--- src/rtl/cgen_lut_bank.sv ---
// cgen_lut_bank: N_OUT runtime-loadable truth tables over N_IN shared inputs, evaluated in a 2-stage valid/ready pipeline.
// Defining CGEN_READBACK_EN adds a registered table readback port (rb_addr/rb_data/rb_valid).
module cgen_lut_bank #(
    parameter int  N_IN  = 3,
    parameter int  N_OUT = 12,
    parameter int  CNT_W = 16,
    localparam int TW    = 1 << N_IN,
    localparam int AW    = (N_OUT > 1) ? $clog2(N_OUT) : 1
) (
    input  logic             clk,
    input  logic             rst_n,
    input  logic             cfg_we,
    input  logic [AW-1:0]    cfg_addr,
    input  logic [TW-1:0]    cfg_data,
    input  logic             cfg_commit,
    input  logic             cfg_req,
    output logic             cfg_ready,
    output logic             cfg_err,
    input  logic             in_valid,
    output logic             in_ready,
    input  logic [N_IN-1:0]  x,
    output logic             out_valid,
    input  logic             out_ready,
    output logic [N_OUT-1:0] f,
    output logic [CNT_W-1:0] eval_cnt,
    output logic [1:0]       state_o
`ifdef CGEN_READBACK_EN
    ,
    input  logic [AW-1:0]    rb_addr,
    output logic [TW-1:0]    rb_data,
    output logic             rb_valid
`endif
);

    typedef enum logic [1:0] {
        S_UNCFG = 2'd0,
        S_RUN   = 2'd1,
        S_DRAIN = 2'd2,
        S_CFG   = 2'd3
    } state_e;

    state_e           state_q, state_d;
    logic [TW-1:0]    tbl_q [N_OUT];
    logic [N_OUT-1:0] mask_q, mask_d;
    logic             cfg_err_q, cfg_err_d;
    logic             s1_valid_q, s1_valid_d;
    logic [N_IN-1:0]  s1_x_q, s1_x_d;
    logic             s2_valid_q, s2_valid_d;
    logic [N_OUT-1:0] f_q, f_d;
    logic [CNT_W-1:0] cnt_q, cnt_d;
    logic             addr_ok, wr_en, s1_en, s2_en, in_fire, out_fire;
    logic [N_OUT-1:0] lut_f;

    assign cfg_ready = (state_q == S_UNCFG) || (state_q == S_CFG);
    assign addr_ok   = 32'(cfg_addr) < N_OUT;
    assign wr_en     = cfg_ready && cfg_we && addr_ok;

    // A stage may load when it is empty or its content moves on this cycle.
    assign s2_en    = !s2_valid_q || out_ready;
    assign s1_en    = !s1_valid_q || s2_en;
    assign in_ready = (state_q == S_RUN) && s1_en;
    assign in_fire  = in_valid && in_ready;
    assign out_fire = s2_valid_q && out_ready;

    // NOTE: every signal driven here gets a default first, so no path leaves it unassigned and no latch is inferred.
    always_comb begin
        state_d   = state_q;
        mask_d    = mask_q;
        cfg_err_d = 1'b0;
        unique case (state_q)
            S_UNCFG, S_CFG: begin
                if (cfg_we) begin
                    if (addr_ok) mask_d = mask_q | (N_OUT'(1) << cfg_addr);
                    else         cfg_err_d = 1'b1;
                end
                // Commit sees the mask including a write in the same cycle.
                if (cfg_commit) begin
                    if (&mask_d) state_d   = S_RUN;
                    else         cfg_err_d = 1'b1;
                end
            end
            S_RUN:   if (cfg_req) state_d = S_DRAIN;
            S_DRAIN: if (!s1_valid_q && !s2_valid_q) state_d = S_CFG;
            default: state_d = S_UNCFG;
        endcase
    end

    always_comb begin
        lut_f = '0;
        for (int k = 0; k < N_OUT; k++) lut_f[k] = tbl_q[k][s1_x_q];
    end

    always_comb begin
        s1_valid_d = s1_valid_q;
        s1_x_d     = s1_x_q;
        s2_valid_d = s2_valid_q;
        f_d        = f_q;
        cnt_d      = cnt_q;
        if (s1_en) begin
            s1_valid_d = in_fire;
            if (in_fire) s1_x_d = x;
        end
        if (s2_en) begin
            s2_valid_d = s1_valid_q;
            if (s1_valid_q) f_d = lut_f;
        end
        if (out_fire && (cnt_q != '1)) cnt_d = cnt_q + CNT_W'(1);
    end

    // NOTE: the table array is reset because a freshly reset bank must read as all-zero functions.
    always_ff @(posedge clk or negedge rst_n) begin
        if (!rst_n) begin
            state_q    <= S_UNCFG;
            mask_q     <= '0;
            cfg_err_q  <= 1'b0;
            s1_valid_q <= 1'b0;
            s1_x_q     <= '0;
            s2_valid_q <= 1'b0;
            f_q        <= '0;
            cnt_q      <= '0;
            for (int k = 0; k < N_OUT; k++) tbl_q[k] <= '0;
        end else begin
            // NOTE: state uses non-blocking assignments so every register samples pre-edge values.
            state_q    <= state_d;
            mask_q     <= mask_d;
            cfg_err_q  <= cfg_err_d;
            s1_valid_q <= s1_valid_d;
            s1_x_q     <= s1_x_d;
            s2_valid_q <= s2_valid_d;
            f_q        <= f_d;
            cnt_q      <= cnt_d;
            for (int k = 0; k < N_OUT; k++) begin
                if (wr_en && (32'(cfg_addr) == k)) tbl_q[k] <= cfg_data;
            end
        end
    end

    assign cfg_err   = cfg_err_q;
    assign out_valid = s2_valid_q;
    assign f         = f_q;
    assign eval_cnt  = cnt_q;
    assign state_o   = state_q;

`ifdef CGEN_READBACK_EN
    logic [TW-1:0] rb_sel, rb_data_q;
    logic          rb_ok, rb_valid_q;

    assign rb_ok = 32'(rb_addr) < N_OUT;

    always_comb begin
        rb_sel = '0;
        for (int k = 0; k < N_OUT; k++) begin
            if (32'(rb_addr) == k) rb_sel = tbl_q[k];
        end
    end

    always_ff @(posedge clk or negedge rst_n) begin
        if (!rst_n) begin
            rb_data_q  <= '0;
            rb_valid_q <= 1'b0;
        end else begin
            rb_data_q  <= rb_sel;
            rb_valid_q <= rb_ok;
        end
    end

    assign rb_data  = rb_data_q;
    assign rb_valid = rb_valid_q;
`endif

endmodule

--- config.mk ---
export PLATFORM = sky130hd
export DESIGN_NAME = cgen_lut_bank
export DESIGN_NICKNAME = d
export VERILOG_FILES = /design/src/rtl/cgen_lut_bank.sv
export SDC_FILE = /design/constraint.sdc
export NUM_CORES = 1
export LEC_CHECK = 0
export BUFFER_PORTS_ARGS = -buffer_cell sky130_fd_sc_hd__buf_2
export CORE_ASPECT_RATIO = 0.6
export CORE_UTILIZATION = 52
export CTS_CLUSTER_SIZE = 30
export DETAILED_ROUTE_END_ITERATION = 8
export HOLD_SLACK_MARGIN = 0.02
export PLACE_DENSITY = 0.72
export RECOVER_POWER = 50
export SETUP_SLACK_MARGIN = 0.3
export SYNTH_ARGS = -nofsm -noshare
export SYNTH_HDL_FRONTEND = slang
export SYNTH_SLANG_ARGS = --single-unit
--- constraint.sdc ---
create_clock -name clk -period 5.15 [get_ports clk]
set_input_delay 0.7725 -clock clk [delete_from_list [all_inputs] [get_ports clk]]
set_output_delay 0.7725 -clock clk [all_outputs]
set_load 0.005 [all_outputs]
==> results of run 1 <==
[layout make-up]
cell class	instances	area, µm²
clock inverter	10	134
sequential	144	3600
timing repair buffer	58	284
clock buffer	21	470
tap	165	206
multi-input combinational	289	2710
fill	948	4670
inverter	6	22.5
[stage by stage]
step	hold WS, ns	power, mW	area, µm²	utilization	instances
final	0.475	3.81	7430	0.614	693
after CTS	0.480	3.84	7470	0.617	693
after global placement	0.457	2.53	6860	0.567	662
after detailed placement	0.465	2.58	6860	0.567	662
after floorplan	0.440	2.30	6460	-	465
after global routing	0.491	4.01	7430	0.614	693
[worst max path at each step]
stage                 from         end  slack, ns  cells past startpoint
2_1_floorplan  cfg_addr[1]  state_o[1]       2.95                      7
4_1_cts        cfg_addr[3]   tbl_q[69]       2.86                      5
3_3_place_gp   cfg_addr[3]   tbl_q[64]       2.50                      5
5_1_grt              rst_n   tbl_q[69]       1.82                      2
6_report             rst_n   tbl_q[71]       2.33                      2
3_5_place_dp   cfg_addr[3]   tbl_q[71]       2.44                      5
[where the power goes]
part	internal, mW	leakage, nW	switching (mW)
clock network	0.796	0.295	0.463
logic	0.538	1.21	0.391
registers	1.44	1.77	0.186
total	2.77	3.28	1.04
[worst register-to-register path, delay by kind of cell, from the launching register on]
kind                     cells  cell delay [ns]
AND/OR/NAND/NOR              2             0.79
flip-flops                   1             0.39
buffers and inverters        1             0.07
multiplexers                 1             0.41
adder cells (fa/ha/maj)      1             0.42
[cell usage after synthesis (all sizes together), types with 2 or more instances]
master and number:
dfrtp 144, mux2 100, nand2 34, mux4 24, clkbuf 18, nand3 16, mux2i 13, nor2 13
o21ai 12, nand2b 11, xnor2 9, buf 8, or2 7, inv 6, nand4 5, nor2b 5
xor2 5, and3b 4, ha 4, a21oi 2, a31oi 2, a32oi 2, and2 2, and4 2
nor3 2, nor3b 2, o21a 2
[flip-flops by register name, summed over array words and instances, names as in the netlist]
register    cells
tbl_q          96
eval_cnt       16
f              12
mask_q         12
s1_x_q          3
state_o         2
cfg_err         1
out_valid       1
s1_valid_q      1
[routing by layer]
layer | part of all wire | vias to the layer above | track usage
met5 | 0 | - | 0
met3 | 0.045 | 20 | 0.0526
met2 | 0.45 | 97 | 0.344
met1 | 0.49 | 2062 | 0.331
met4 | 0.015 | 0 | 0.0775
li1 | - | 1775 | -
[cells by family (layout without fill, tap and decap cells)]
logic type               Yosys count  in the layout  share of synthesized area
multiplexers                     137            137                      0.278
AO/OA/AOI/OAI                     27             27                     0.0271
AND/OR/NAND/NOR                  107            107                     0.0900
adder cells (fa/ha/maj)            4              4                    0.00774
buffers and inverters             32             95                     0.0209
XOR/XNOR                          14             14                     0.0190
flip-flops                       144            144                      0.557
==> implementation parameters, run 1 <==
Parameter                              Value

Route
  Remaining DRCs    2
  Routed wire length per instance    19.6 µm
  Vias post-DR    roughly 4000
  1st-iter DRT viols    between 200 and 250
  Routed WL    between 10 and 15 mm
  Length of the first detailed-routing pass in iterations    7
  Residual antenna-violating net count after detailed routing    0
  Post-DR vias/cell    approximately 5.7

Placed design
  HPWL after DPL    approximately 8.7 mm
  Input/output buffers    55
  Post-Place Worst Slack    2.44 ns
  Final weighted congestion in routability-driven placement    about 0.84

Clock network
  Number of H-tree levels    4
  Inserted Clock Buffers    17
  Source-to-sink clock delay at the later pin of the worst-skew pair    roughly 0.41 ns
  CTS tree    built
  Number of buffers inserted to repair setup after CTS    0
  Reg clk slew, reported paths    ~0.060 ns
  CTS sink cnt    144
  Number of cells upsized or downsized after cts    0
  Number of buffers on the longest clock path    2
  Buffer type at the clock tree root    clkbuf_16
  Number of buffers added to fix hold violations after cts    0

Layout
  Most frequent standard cell in the layout excluding fill and tap cells    dfrtp_1
  Post-layout nets    between 500 and 600
  Fraction of layout cells with a size suffix above 1    0.405
  Antenna diode count    0
  Most frequent cells in the layout    dfrtp_1 (144), mux2_2 (100), buf_2 (43), nand2_1 (34), mux4_2 (24)
  Relative area change from synthesis to final layout    14.9%

Run status
  Violations in the final reports    DRC, capacitance limit, slew limit
  Result of the run    finished, violations left

Worst setup path
  Launching element type of the critical path    input pin
  Crit end category    async pin
  Flop2flop setup slack    roughly 3.0 ns
  Crit path DAT    approximately 3.4 ns
  Worst-path cell with the longest stage delay    clkbuf_2
  Sequence of cells on the critical path    clkbuf_2 > buf_4
  Worst path required time    about 5.7 ns
  Launch instance of the worst register-to-register path    state_o[0]
  Endpoint of the worst-slack reg-to-reg timing path    tbl_q[69]
  Crit path largest cell delay    1.82 ns
  Crit Path Max Fanout    ~110
  Worst Reg2Reg Path Length in Cells    5
  Worst setup path category    in2async
  Cell type group with the largest total delay on the critical path    buffers and inverters
  WP buf/inv    2

GRT
  Initial antenna violation count    0
  Via count of the first global-routing pass    just under 4000
  Largest net degree at the start of global routing    ~110
  GRT overflow    0
  Global router's overall resource usage    0.229
  Wire length of the first global-routing pass    ~22 mm

Timing
  PnR worst setup slack    2.33 ns
  Unrepaired setup endpoints after global routing    no
  Headroom to the max-slew limit    -0.757
  Setup skew after layout    around 0.0072 ns
  Minimum clock period    about 2.8 ns
  Highest Clock Rate    354 MHz
  Total count of hold-check failures in the final report    0
  Setup tns final    0 ns
  Worst Max-Slew Pin Slew    2.64 ns
  Max-slew violations    108
  Final cycle utilization of the critical path    0.548
  Final setup violation count    0

Floorplan
  Initial cell density of the core    0.534
  Die Area    about 0.013 mm²
  Number of placement rows    31
  Chip Height    ~90 µm
  Horizontal die dimension    146 µm
  Number of I/O pins    56
  Area of the core region    0.0121 mm²

Yosys
  Dominant cell type by area after synthesis    dfrtp_1
  Proportion of synthesized chip area in sequential cells    0.557
  Synthesized area per cell    13.9 µm²
  Number of synthesized register bits    144
  Fraction of registers with async set/reset    1.00
  Primary FF master, synth    dfrtp_1
  Combined area of all synthesized cells    0.00646 mm²
  Yosys warning count    0
  Area share of the leading cell type in the synthesized netlist    0.557
  Synthesized instance count    approximately 470
  Number of enable-type register cells in the synthesized netlist    0
  Post-synthesis cell type count    43
  Syn Nets    a little under 500
  Top cells by area, synth    dfrtp_1 (56%), mux2_2 (17%), mux4_2 (8.4%)

Power
  Power density normalized to cell area    approximately 510 mW/mm²
  Worst IR drop on VDD    about 0.27 mV
  Leak pwr    roughly 3.3 nW

Run
  Reported max-cap violation count    1

Worst hold path
  Hold Path Sink    f[1]
  Hold Path Depth    2
  Hold wc startpoint    f[1]
  Worst hold-check path type    reg2reg
Note: power is estimated with default switching activity, not from simulation.
==> run 2: changes to the inputs <==
- ABC_AREA: unset -> 1
- clock period: 5.15 -> 2.6 ns (I/O delays scaled with it)
==> run 2 against run 1 <==
  * The run ends with capacitance limit, slew limit left
  * Via count rose by 39%
  * Final area up 3.1%
  * Die area up 3.6%
  * First-iteration DRC count increased by 130%
  * Sequential power increased by 110%
  * Register-to-register slack worse by 2.5 ns
  * Cell count up 42%
  * Clock-buffer cell count grew 3
  * Global-route usage up 3.7 points
  * Critical path type is now reg2reg
  * Critical endpoint is now tbl_q[50]
==> implementation parameters, run 2 <==
Parameter                              Value

Layout
  Most frequent cells in the layout    nand2_1 (158), dfrtp_1 (144), nor2_1 (93), o21ai_0 (85), o21ai_1 (85)
  Register bank with the most flops    tbl_q
  Post-layout nets    831 (+53%)
  Relative area change from synthesis to final layout    14.3%
  End-of-flow core utilization    0.623 (+0.00914)
  Most frequent standard cell in the layout excluding fill and tap cells    nand2_1
  Antenna diode count    0 (unchanged)
  Number of flip-flops in the largest register    96 (unchanged)
  Filler Cell Count    1015 (+7.1%)
  Fraction of layout cells with a size suffix above 1    0.138 (-0.267)

Yosys
  Number of synthesized register bits    144 (unchanged)
  Proportion of synthesized chip area in sequential cells    0.538 (-0.0199)
  Number of enable-type register cells in the synthesized netlist    0 (unchanged)
  List of most frequent post-synthesis cells    nand2_1 (158), dfrtp_1 (144), nor2_1 (93)
  Top cells by area, synth    dfrtp_1 (54%), nand2_1 (8.8%), o21ai_0 (6.3%)
  Area share of the leading cell type in the synthesized netlist    0.538 (-0.0199)
  Dominant cell type by area after synthesis    dfrtp_1
  Post-synthesis cell type count    30 (-30%)
  Combined area of all synthesized cells    0.00670 mm² (+3.7%)
  Synthesized area per cell    8.79 µm² (-37%)
  Synthesized instance count    763 (+64%)
  Syn Nets    789 (+61%)
  Primary FF master, synth    dfrtp_1
  Yosys warning count    0 (unchanged)
  Fraction of registers with async set/reset    1.00 (unchanged)
  Most common cell in the netlist    nand2_1

Floorplan
  Chip Height    90.0 µm (+1.8%)
  Area of the core region    0.0123 mm² (+1.6%)
  Number of placement rows    31 (unchanged)
  Die Area    0.0134 mm² (+3.6%)
  Initial cell density of the core    0.545 (+0.0110)
  Horizontal die dimension    149 µm (+1.8%)
  Number of I/O pins    56 (unchanged)

Worst setup path
  Worst setup path category    reg2reg
  Launching element type of the critical path    flop
  Crit path DAT    2.36 ns (-1.00 ns)
  Worst path required time    2.86 ns (-2.82 ns)
  Crit end category    flop
  Crit Path Max Fanout    17 (-84%)

Timing
  Fin Hold WS    0.207 ns (-0.267 ns)
  Setup skew after layout    0.00797 ns (+0.000790 ns)
  Highest Clock Rate    around 480 MHz
  Total count of hold-check failures in the final report    0 (unchanged)
  Setup tns final    0 ns (unchanged)
  Max-slew violations    71 (-34%)
  Final setup violation count    0 (unchanged)
  Unrepaired setup endpoints after global routing    no
  Worst Max-Slew Pin Slew    1.67 ns (-0.962 ns)
  Headroom to the max-slew limit    -0.116 (+0.641)
  Final cycle utilization of the critical path    0.809
  Minimum clock period    2.10 ns

Placed design
  HPWL after DPL    10.5 mm (+21%)
  Input/output buffers    55 (unchanged)
  Final weighted congestion in routability-driven placement    0.860 (+1.9%)

GRT
  Largest net degree at the start of global routing    73 (-32%)
  GRT overflow    0 (unchanged)
  Via count of the first global-routing pass    5177 (+32%)
  Initial antenna violation count    0 (unchanged)
  Wire length of the first global-routing pass    27.0 mm (+24%)
  Global router's overall resource usage    0.266 (+0.0373)

Power
  Switching component of the power    2.88 mW (+180%)
  Sw frac    0.347 (+0.0745)
  Proportion of power drawn by flip-flops and latches    0.408 (-0.018)
  Power density normalized to cell area    1080 mW/mm² (+110%)
  Pwr Total    8.27 mW (+120%)
  Combinational share of power    0.307 (+0.063)
  Part of the total power dissipated in the clock network    0.285 (-0.046)
  Worst IR drop on VDD    0.531 mV (+95%)
  Leak pwr    3.67 nW (+12%)
  Internal power component    5.40 mW (+95%)

Route
  Residual antenna-violating net count after detailed routing    0 (unchanged)
  Length of the first detailed-routing pass in iterations    5 (-2)
  Routed WL    16.6 mm (+22%)
  Routed wire length per instance    16.9 µm (-14%)
  1st-iter DRT viols    564 (+130%)
  Remaining DRCs    0 (-2)
  Vias post-DR    5502 (+39%)
  Post-DR vias/cell    5.61 (-1.7%)

Clock network
  CTS sink cnt    144 (unchanged)
  Inserted Clock Buffers    17 (unchanged)
  CTS tree    built
  Number of H-tree levels    4 (unchanged)
  Buffer type at the clock tree root    clkbuf_16
  Source-to-sink clock delay at the later pin of the worst-skew pair    0.41 ns (about the same)
  Number of buffers on the longest clock path    2 (unchanged)
  Number of buffers inserted to repair setup after CTS    0 (unchanged)
  Reg clk slew, reported paths    0.06 ns (about the same)

Run status
  Result of the run    finished, violations left
  Violations in the final reports    capacitance limit, slew limit

Worst hold path
  Worst hold-check path type    in2reg

Run
  Reported max-cap violation count    1 (unchanged)
## run 2: cell types whose count changed after synthesis, sizes merged, moves of 18 or more
cell and change:
nor2 +86, nand2 +124, o211ai +24, inv +50, nand3 +18, mux4 -24, mux2 -99, o21ai +158
## run 2: area by class of cell
cell class | instances | area (µm²) | share of cell area
sequential | 144 | 3600 | 0.470
multi-input combinational | 520 | 2680 | 0.349
clock buffer | 24 | 482 | 0.0629
timing repair buffer | 65 | 384 | 0.0501
inverter | 57 | 228 | 0.0297
tap | 165 | 206 | 0.0269
clock inverter | 6 | 82.6 | 0.0108
## run 2: worst max-delay path, cell delays in order (launching register included)
cell	delay, ns
dfrtp_1	0.41
inv_1	0.09
ha_1	0.38
nand2_1	0.12
nor2_4	0.11
buf_4	0.32
nand4_4	0.28
nand2_1	0.15
o21ai_0	0.10
## run 2: cell families (layout without fill, tap and decap cells)
| kind of cell | Yosys count | count (layout) | share of synthesized area |
|---|---|---|---|
| compound gates | 199 | 199 | 0.158 |
| xor+xnor | 15 | 15 | 0.0196 |
| fa+ha+maj | 4 | 4 | 0.00747 |
| buf+inv | 99 | 152 | 0.0653 |
| flops | 144 | 144 | 0.538 |
| mux | 1 | 1 | 0.00168 |
| simple gates | 301 | 301 | 0.211 |
## run 2: stage by stage
stage                     std cells  area [µm²]  worst slack, ns
after global placement          950        7090            0.596
after global routing            981        7660            0.241
after CTS                       981        7660            0.430
after floorplan                 763        6700            0.784
after detailed placement        950        7090            0.461
final                           981        7660            0.498
## run 2: metal layers
metal,routed length [µm],share of wire,GRT usage,vias up
li1,-,-,-,2587
met1,7770,0.47,0.401,2663
met2,7400,0.45,0.384,226
met3,1200,0.072,0.0584,26
met4,202,0.012,0.0713,0
met5,0,0,0,-
## run 2: what timing repair did
action / in CTS / in global routing
hold buffers: 1 / 0
hold endpoints to repair: 1 / 0
endpoints found under the setup margin: 0 / 8
gates resized for setup: 0 / 1
## run 2: final timing paths
check                      startpoint            to  slack, ns  cells past startpoint
max in group asynchronous       rst_n     tbl_q[59]       0.60                      3
max                        state_o[0]     tbl_q[50]       0.50                      8
min in group asynchronous       rst_n  eval_cnt[11]       0.95                      2
min reg2reg                 mask_q[6]     mask_q[6]       0.45                      2
min                              x[1]     s1_x_q[1]       0.21                      2
max reg2reg                state_o[0]     tbl_q[50]       0.50                      8
## run 2: power by group through the flow
stage	sequential, mW	combinational (mW)	clock (mW)
4_1_cts	3.36	2.54	2.37
3_3_place_gp	3.35	2.41	0
2_1_floorplan	3.32	1.78	0
3_5_place_dp	3.39	2.51	0
5_1_grt	3.46	2.86	2.48
6_report	3.38	2.54	2.35
